**config.mk**
```make
export PLATFORM = sky130hd
export DESIGN_NAME = pc_sequencer
export DESIGN_NICKNAME = d
export VERILOG_FILES = /design/src/rtl/pc_sequencer.sv
export SDC_FILE = /design/constraint.sdc
export NUM_CORES = 1
export LEC_CHECK = 0
export ABC_AREA = 1
export CAP_MARGIN = 5
export CORE_UTILIZATION = 53
export CTS_CLUSTER_DIAMETER = 30
export CTS_CLUSTER_SIZE = 28
export DETAILED_ROUTE_END_ITERATION = 6
export HOLD_SLACK_MARGIN = 0.02
export PLACE_DENSITY = 0.84
export SLEW_MARGIN = 10
export SYNTH_ARGS = -nofsm -noshare
export SYNTH_HDL_FRONTEND = slang
export SYNTH_SLANG_ARGS = --single-unit
```
**constraint.sdc**
```tcl
create_clock -name clk -period 3.9 [get_ports clk]
set_input_delay 0.975 -clock clk [delete_from_list [all_inputs] [get_ports clk]]
set_output_delay 0.975 -clock clk [all_outputs]
set_load 0.05 [all_outputs]
```
**src/rtl/pc_sequencer.sv**
```systemverilog
`default_nettype none
// ============================================================================
// Module      : pc_sequencer
// Description : Registered program counter for the KGP_RISC fetch stage.
//               Supports sequential advance, relative branch, absolute jump,
//               stall, and call/return through a circular return-address
//               stack that overwrites its oldest entry when full.
// Revision    : 1.0 - initial release
// ============================================================================
module pc_sequencer #(
  parameter int unsigned PC_W      = 8,
  parameter int unsigned STEP      = 1,
  parameter int unsigned RESET_PC  = 0,
  parameter int unsigned RAS_DEPTH = 4
) (
  input  logic            clk,
  input  logic            rst_n,
  input  logic            stall,
  input  logic            br_taken,
  input  logic [PC_W-1:0] br_offset,
  input  logic            jmp,
  input  logic            call,
  input  logic            ret,
  input  logic [PC_W-1:0] jmp_target,
  output logic [PC_W-1:0] pc,
  output logic [PC_W-1:0] pc_next,
  output logic            ras_empty,
  output logic            ras_full,
  output logic            ras_ovf,
  output logic            ras_unf
);

  localparam int unsigned     AW      = (RAS_DEPTH > 1) ? $clog2(RAS_DEPTH) : 1;
  localparam int unsigned     CW      = $clog2(RAS_DEPTH + 1);
  localparam logic [PC_W-1:0] STEP_C  = PC_W'(STEP);
  localparam logic [PC_W-1:0] RESET_C = PC_W'(RESET_PC);
  localparam logic [CW-1:0]   DEPTH_C = CW'(RAS_DEPTH);
  localparam logic [CW-1:0]   CNT_ONE = CW'(1);
  localparam logic [AW-1:0]   PTR_ONE = AW'(1);

  logic [PC_W-1:0] pc_q, pc_d;
  logic [CW-1:0]   cnt_q, cnt_d;
  logic [AW-1:0]   top_q, top_d;
  logic            ovf_q, ovf_d;
  logic            unf_q, unf_d;
  logic            push, pop;
  logic [PC_W-1:0] seq_pc;
  logic [PC_W-1:0] ras_mem [RAS_DEPTH];

  // The ret path wins over call; a simultaneous call is dropped and flagged.
  always_comb begin
    seq_pc = pc_q + STEP_C;
    pc_d   = pc_q;
    push   = 1'b0;
    pop    = 1'b0;
    ovf_d  = 1'b0;
    unf_d  = 1'b0;
    if (!stall) begin
      if (ret) begin
        if (cnt_q != '0) begin
          pc_d = ras_mem[top_q];
          pop  = 1'b1;
        end else begin
          pc_d  = seq_pc;
          unf_d = 1'b1;
        end
        if (call) begin
          unf_d = 1'b1;
        end
      end else if (call) begin
        pc_d  = jmp_target;
        push  = 1'b1;
        ovf_d = (cnt_q == DEPTH_C);
      end else if (jmp) begin
        pc_d = jmp_target;
      end else if (br_taken) begin
        pc_d = seq_pc + br_offset;
      end else begin
        pc_d = seq_pc;
      end
    end
  end

  // Stack pointer and occupancy; a full push advances the pointer onto the
  // oldest slot so it gets overwritten while the count saturates.
  always_comb begin
    top_d = top_q;
    cnt_d = cnt_q;
    if (push) begin
      top_d = top_q + PTR_ONE;
      if (cnt_q != DEPTH_C) begin
        cnt_d = cnt_q + CNT_ONE;
      end
    end else if (pop) begin
      top_d = top_q - PTR_ONE;
      cnt_d = cnt_q - CNT_ONE;
    end
  end

  // PC, stack bookkeeping and one-cycle status pulses.
  always_ff @(posedge clk or negedge rst_n) begin
    if (!rst_n) begin
      pc_q  <= RESET_C;
      cnt_q <= '0;
      top_q <= '1;
      ovf_q <= 1'b0;
      unf_q <= 1'b0;
    end else begin
      pc_q  <= pc_d;
      cnt_q <= cnt_d;
      top_q <= top_d;
      ovf_q <= ovf_d;
      unf_q <= unf_d;
    end
  end

  // Stack storage; contents need no reset because the count guards reads.
  always_ff @(posedge clk) begin
    if (push) begin
      ras_mem[top_q + PTR_ONE] <= seq_pc;
    end
  end

  assign pc        = pc_q;
  assign pc_next   = pc_d;
  assign ras_empty = (cnt_q == '0);
  assign ras_full  = (cnt_q == DEPTH_C);
  assign ras_ovf   = ovf_q;
  assign ras_unf   = unf_q;

endmodule
`default_nettype wire

```
==> results of run 1 <==
registers in the layout, indices dropped and copies added, names as in the netlist:
name,count
ras_unf,1
cnt_q,3
top_q,2
ras_ovf,1
pc,8
ras_mem,32
cell usage in the layout (no fill, tap or decap), types with 4 or more instances in the layout:
cell type	n
nor2_4	4
dfrtp_1	12
inv_1	29
o21ai_0	26
buf_12	8
nand2_1	65
nand3_1	19
a21oi_1	16
xor2_1	4
nor2_1	27
clkdlybuf4s50_1	34
ha_1	8
inv_2	5
clkbuf_8	5
edfxtp_1	32
buf_4	14
synth_stat cells:
library cell,instances,area (um2)
a221oi_1,1,8.76
xnor2_1,2,17.5
clkbuf_1,3,11.3
nor2_2,2,12.5
nor2_4,3,33.8
nand4_1,2,12.5
ha_1,13,163
o2111ai_1,1,8.76
dfstp_2,2,52.6
o21ai_0,29,145
edfxtp_1,32,961
o211ai_1,3,22.5
mux2_2,1,11.3
o22ai_1,2,12.5
o21ai_1,1,5.00
o221ai_1,1,8.76
clkinv_1,1,3.75
nand2_1,66,248
inv_1,32,120
nand3_1,20,100
a21o_1,1,7.51
buf_2,3,15.0
o21ai_2,1,8.76
xor2_1,4,35.0
fa_1,2,40.0
or2_0,1,6.26
inv_2,3,11.3
xor2_2,1,16.3
a22oi_1,1,7.51
dfrtp_1,13,325
nand2_2,1,6.26
nor2_1,28,105
a21oi_1,19,95.1
worst max-delay path, stage by stage:
cell	delay, ns
clkdlybuf4s50_1	0.53
ha_4	0.23
a21oi_1	0.13
nand2_1	0.17
a21oi_2	0.20
xnor2_1	0.13
nand2_1	0.07
nand3_1	0.08
nand2_1	0.08
nand2_1	0.12
buf_12	0.15
cell families after synthesis:
kind of cell,count (synthesis),share of synthesized area [%]
adders and majority gates,15,7.69
and+or+nand+nor,123,19.9
DFF,47,50.8
AOI/OAI and AO/OA,60,12.5
buffers and inverters,42,6.12
muxes,1,0.427
xor gates and xnor gates,7,2.61
cell type report:
class                   instances  area [um2]  area share [%]
clock buffers                   6        72.6            2.09
clock inverters                 2        12.5           0.361
inverters                      36         139            4.01
multi-input cells             206        1210            35.0
flip-flops and latches         47        1340            38.7
well taps                      67        83.8            2.42
repair buffers                 56         606            17.5
routing by layer:
| layer | part of all wire [%] | wire length [um] | up-vias | GRT usage, % |
|---|---|---|---|---|
| li1 | - | - | 1102 | - |
| met1 | 38 | 2730 | 1111 | 33.4 |
| met2 | 50 | 3600 | 155 | 45.9 |
| met3 | 7.6 | 544 | 35 | 3.61 |
| met4 | 3.5 | 252 | 0 | 9.80 |
| met5 | 0 | 0 | - | 0 |
power groups by stage:
stage	clock network [W]	registers (W)	logic, W
after floorplan	0	0.000881	0.000786
after global placement	0	0.000801	0.00131
after detailed placement	0	0.000805	0.00136
after CTS	0.000285	0.000796	0.00137
after global routing	0.000304	0.000817	0.00161
final	0.000289	0.000804	0.00150
stage by stage:
stage               instance area, um2  std cells  setup WS [ns]  TNS [ns]
floorplan                         2640        295          0.106         0
global placement                  3280        409         0.0741         0
detailed placement                3280        409         0.0470         0
CTS                               3360        417         0.0333         0
global route                      3470        420         -0.110    -0.150
finish                            3470        420         0.0436         0
worst paths after layout:
path                                    from          to  slack (ns)  cells past startpoint
worst max-delay path            br_offset[2]  pc_next[5]        0.04                     11
worst min-delay path                cnt_q[0]    cnt_q[0]        0.54                      1
worst max register to register         pc[0]       pc[7]        1.37                     19
worst min register to register      cnt_q[0]    cnt_q[0]        0.54                      1
max in group asynchronous              rst_n       pc[0]        2.23                      1
min in group asynchronous              rst_n       pc[4]        1.13                      1
what timing repair did:
action | CTS | global route
hold buffers | 0 | 0
buffers inserted | 0 | 3
pin swaps | 0 | 1
resized for setup | 1 | 19
hold endpoints to repair | 0 | 0
endpoints found under the setup margin | 1 | 4
==> run summary, run 1 <==
Post-Synthesis Cells: 295
DR vias: 2,403
Critical Path RT: 2.92 ns
Comb pwr share: 57.9%
Root buf cell: clkbuf_8
Total CTS buffers: 5
CTS H-tree lvls: 2
CP Class: input pin to output pin
DRC Markers: 0
# IOs: 43
Total Wirelength: 7120 um
Net Switching: 0.00122 W
CTS tree: yes
Hold_ws: 0.545 ns
Fillers: 339
Die extent in y: 72.5 um
Startpoint types: input pin
Design Power: 0.00259 W
Drt wl/cell: 17.0 um
Largest net degree at the start of global routing: 20
Cell area after synthesis: 0.00264 mm2
Clock power frac: 11.1%
FF+latch count, synth: 47
Post-synth cell types: 33
Setup Skew: 0.0134 ns
Later-pin clock latency in the skew report: 0.30 ns
Crit path max fanout: 5
Final Cycle Share: 98.9%
Routed Antenna Nets: 0
Clock tree sinks: 47
FP Rows: 25
N_diodes: 0
CP endpoint kind: output pin
Pleak: 1.45 nW
VDD IR max: 0.000527 V
Die area: 0.00526 mm2
Min cycle time layout: 3.86 ns
Clock Path Buffers: 2
Status: complete, no violations
Overall routing resource usage: 26.3%
Chip width: 72.5 um
Core Util, Final: 72.9%
Slew @ Worst Pin: 0.798 ns
Max Clock Freq: 259 MHz
Net Count, Synth: 333
Drt pass-1 iters: 6
Layout cells sized above 1: 17.0%
Clk slew on worst S/H paths: 0.08 ns
YS warnings: 0
Area Overhead vs Synth: 31.4%
Vias in the first global route: 2,176
Antenna violations before repair: 0
Data arrival, critical path: 2.88 ns
Final HPWL DP: 4660 um
Net Sw Frac: 47.0%
Fin. Hold Viols: 0
Starting density of the core: 55.5%
Layout Nets: 390
Syn_area_per_cell: 8.94 um2
Int Power: 0.00137 W
GRT overflow: 0
Flop pwr share: 31.0%
Core Box Area: 0.00475 mm2
Seq/Total Area, Yosys: 50.8%
Routability cong.: 0.932
Setup violators final: 0
Port-buffer cells: 42
DR vias/cell: 5.72
First-pass GRT wire length: 10,300 um
HP Class: register to register
Final slew viol count: 0
Max-cap violations: 0
Slew margin rel.: 46.6%
PwrDens: 748 mW/mm2
Number of DRC markers in iteration 0: 309
(Power assumes the default switching activity.)
==> run 2: changes to the inputs <==
--- a/config.mk
+++ b/config.mk
@@ -7,6 +7,7 @@
 export LEC_CHECK = 0
 export ABC_AREA = 1
 export CAP_MARGIN = 5
+export CORE_ASPECT_RATIO = 0.8
 export CORE_UTILIZATION = 53
 export CTS_CLUSTER_DIAMETER = 30
 export CTS_CLUSTER_SIZE = 28
==> run summary, run 2 (synthesized netlist as in run 1, its figures left out) <==
DRC Markers: 0
# IOs: 43
Slew @ Worst Pin: 0.784 ns
Vias in the first global route: 2,138
HP Class: register to register
Core Util, Final: 74.9%
Die area: 0.00526 mm2
Startpoint types: register
Largest net degree at the start of global routing: 20
Layout cells sized above 1: 19.2%
Overall routing resource usage: 25.6%
First-pass GRT wire length: 9830 um
Root buf cell: clkbuf_8
Setup violators final: 0
Number of DRC markers in iteration 0: 231
Total Wirelength: 7140 um
Setup Skew: 0.00881 ns
PwrDens: 764 mW/mm2
Hold_buf cts: 0
Most frequent cells in the layout: nand2_1 (60), clkdlybuf4s50_1 (34), edfxtp_1 (32)
Routability cong.: 0.958
Later-pin clock latency in the skew report: 0.31 ns
Chip width: 80.9 um
CP top delay family: compound AO/OA/AOI/OAI gates
Clock tree sinks: 47
Crit path max fanout: 6
DR vias/cell: 5.92
Antenna violations before repair: 0
VDD IR max: 0.000591 V
Routed Antenna Nets: 0
Die extent in y: 65.1 um
Slew margin rel.: 47.6%
Worst path cell trace: clkinvlp_4, o21ai_0, nand2_1, inv_1, ha_1, a21oi_1, nand2_2, a21oi_2, o21ai_1, o211ai_1, o211ai_1, nand2_1, buf_12
CP peak stage delay: 0.47 ns
DR vias: 2,485
Seq. cell area: 0.00134 mm2
CTS H-tree lvls: 2
Final HPWL DP: 4630 um
Clock Path Buffers: 2
Multi-input gate area: 0.00121 mm2
Drt pass-1 iters: 7
Largest Register: ras_mem
CP endpoint kind: output pin
Area Overhead vs Synth: 32.9%
Critical-path top delay cell: dfrtp_1
Final worst-path setup slack: 0.0129 ns
Final Cycle Share: 99.7%
FP Rows: 22
Core Box Area: 0.00468 mm2
CTS tree: yes
Total CTS buffers: 5
Min cycle time layout: 3.89 ns
Starting density of the core: 56.4%
Pleak: 1.48 nW
Buf/Inv on CP: 3
Clk slew on worst S/H paths: 0.09 ns
Fin. Hold Viols: 0
Drt wl/cell: 17.0 um
Layout Nets: 397
Critical Path RT: 2.92 ns
Final slew viol count: 0
CP Class: register to output pin
Status: complete, no violations
Max reg flops: 32
Fillers: 312
Max-cap violations: 0
N_diodes: 0
Data arrival, critical path: 2.91 ns
GRT overflow: 0
Max Clock Freq: 257 MHz
Commonest non-fill, non-tap cell in the layout: nand2_1
Post-Place Worst Slack: 0.0139 ns
Port-buffer cells: 42
-- run 2: report_power, final --
| part | internal (W) | leakage (nW) | switching (W) |
|---|---|---|---|
| combinational | 0.000605 | 0.971 | 0.000974 |
| sequential | 0.000683 | 0.471 | 0.000121 |
| clock | 0.000126 | 0.0412 | 0.000170 |
| total | 0.00141 | 1.48 | 0.00126 |
-- run 2: worst paths after layout --
path,startpoint,to,slack [ns],depth (start not counted)
setup / recovery,pc[0],pc_next[4],0.01,13
hold / removal,cnt_q[2],ras_ovf,0.54,2
setup reg to reg,pc[0],pc[4],1.27,13
hold reg to reg,cnt_q[2],ras_ovf,0.54,2
max in group asynchronous,rst_n,pc[6],2.29,1
min in group asynchronous,rst_n,cnt_q[1],1.11,1
-- run 2: cell type report --
type	instances	area share, %
clock buffer	6	2.07
clock inverter	2	0.357
multi-input combinational	206	34.5
timing repair buffer	63	18.8
inverter	36	3.96
tap	60	2.14
sequential	47	38.2
-- run 2: what timing repair did --
action	in CTS	in global routing
setup buffers	2	9
setup endpoints to repair	2	4
gates resized for setup	2	22
pin swaps	0	4
-- run 2: routing by layer --
metal  vias to the layer above  global-route usage (%)  share of wire [%]
met5                         -                       0                  0
met4                         0                    12.9                5.0
met3                        54                    4.86                9.4
met2                       177                    39.4                 46
met1                      1137                    34.7                 40
li1                       1117                       -                  -
-- run 2: stage by stage --
stage | std cells | total power, W | TNS [ns] | hold WS, ns | instance area, um2
after floorplan | 295 | 0.00167 | 0 | 0.499 | 2640
after global placement | 401 | 0.00213 | 0 | 0.520 | 3260
after detailed placement | 401 | 0.00217 | 0 | 0.521 | 3260
after CTS | 411 | 0.00247 | 0 | 0.536 | 3360
after global routing | 420 | 0.00282 | -0.398 | 0.594 | 3500
final | 420 | 0.00268 | 0 | 0.536 | 3500
-- run 2: worst min-delay path, stage by stage, from the launching register on --
cell and delay (ns):
dfrtp_1 0.38, nand2_1 0.08, nor2_1 0.05
==> edit (config.mk and constraints of run 2) <==
Reset style: synchronous (`rst_n`), changed in one clocked block.
--- a/src/rtl/pc_sequencer.sv
+++ b/src/rtl/pc_sequencer.sv
@@ -98,7 +98,7 @@
   end
 
   // PC, stack bookkeeping and one-cycle status pulses.
-  always_ff @(posedge clk or negedge rst_n) begin
+  always_ff @(posedge clk) begin
     if (!rst_n) begin
       pc_q  <= RESET_C;
       cnt_q <= '0;
Check against the original RTL: differs if rst_n is asserted again (counterexample within 4 cycles, from zero or initial values and one cycle with rst_n low); with rst_n held inactive, the same outputs for 10 cycles.
==> edit against run 2 <==
Maximum frequency up 1.5%. Synthesized cell count grew 5.1%. First-iteration DRC count is 19% higher. Design area grew 1.7%. Critical path depth up 2. Core utilization is 3.3 points lower. Worst setup slack better by 0.057 ns. Cell count up 1.9%. Sequential cell count up 2. Synthesized area up 3.8%. Worst hold slack better by 0.0016 ns. Routed wire length up 1.3%.
Power is not compared: it rests on default switching activity, and its combinational part moved more than twofold at a synthesized area within 25%.
==> edit: results (changes against run 2) <==
metric,value,unit,change
WL met1,3090,microns,+8.0%
register area,1300,sq um,-2.7%
RR Startpoint,pc[0]$_SDFF_PN0_,,
status,"complete, no violations",,
Post-Route WL,7230,microns,+1.3%
detailed-route via count,2440,,-1.8%
path depth of the worst reg2reg path,17,,+4
1st-pass router iterations,4,,-3
Non-clock buffer share,16.9,%,-1.9 points
grt met2 use,40.5,%,+1.1 points
met1 usage,39.6,%,+4.9 points
Slowest Stage Delay on Critical Path,0.43,ns,-0.04 ns
global-route wire length before repair,10700,microns,+9.1%
Synth Area in XOR/XNOR,1.92,%,-0.69 points
reg2reg setup slack,1.39,ns,+0.12 ns
DR vias/cell,5.70,,-3.6%
hold slack,0.538,ns,+0.00156 ns
syn_area_per_cell,8.83,sq um,-1.2%
slowest CP cell,clkdlybuf4s50_1,,
CP arrival,2.86,ns,-0.05 ns
Seq cells,49,,+4.3%
Fill cells,349,,+12%
GR Util met3,4.41,%,-0.45 points
clk_skew,0.00977,ns,+0.000960 ns
Hold Crit Endpoint,cnt_q[2]$_SDFFE_PN0P_,,
post-synthesis mux area share,0,%,-0.43 points
vias in the first global route,2209,,+3.3%
max_slew headroom,44.7,%,-2.9 points
share of cells above drive strength 1,18.6,%,-0.59 points
post-detail-place hpwl,5270,microns,+14%
RePlAce Congestion,0.883,,-7.8%
synth top area cells,"edfxtp_1 35%, dfxtp_1 12%, nand2_1 8.6%, ha_1 5.9%, inv_1 5.2%",,
DP Area,3350,sq um,+2.6%
synth unique cells,44,,+33%
top cell family by delay on the critical path,buffers and inverters,,
[edit: cell types whose count changed in the layout (fill, tap and decap cells not counted), moves of 4 or more]
cell,run 2,this run
buf_4,21,13
dfrtp_1,13,0
dfxtp_1,0,16
inv_1,29,35
o211ai_1,3,7
o21ai_0,25,21
[edit: how the worst max path moves through the flow]
| stage | to | from | cells past startpoint |
|---|---|---|---|
| global placement | pc_next[4] | br_offset[0] | 10 |
| global route | pc_next[7] | pc[0]$_SDFF_PN0_ | 20 |
| floorplan | pc_next[7] | pc[1]$_SDFF_PN0_ | 18 |
| detailed placement | pc_next[4] | br_offset[0] | 10 |
| finish | pc_next[7] | br_offset[5] | 15 |
| CTS | pc_next[7] | pc[0]$_SDFF_PN0_ | 20 |
[edit: timing repair]
item / CTS / global route
pin swaps: 1 / 6
gates resized for setup: 7 / 20
setup buffers: 0 / 3
endpoints found under the setup margin: 4 / 5
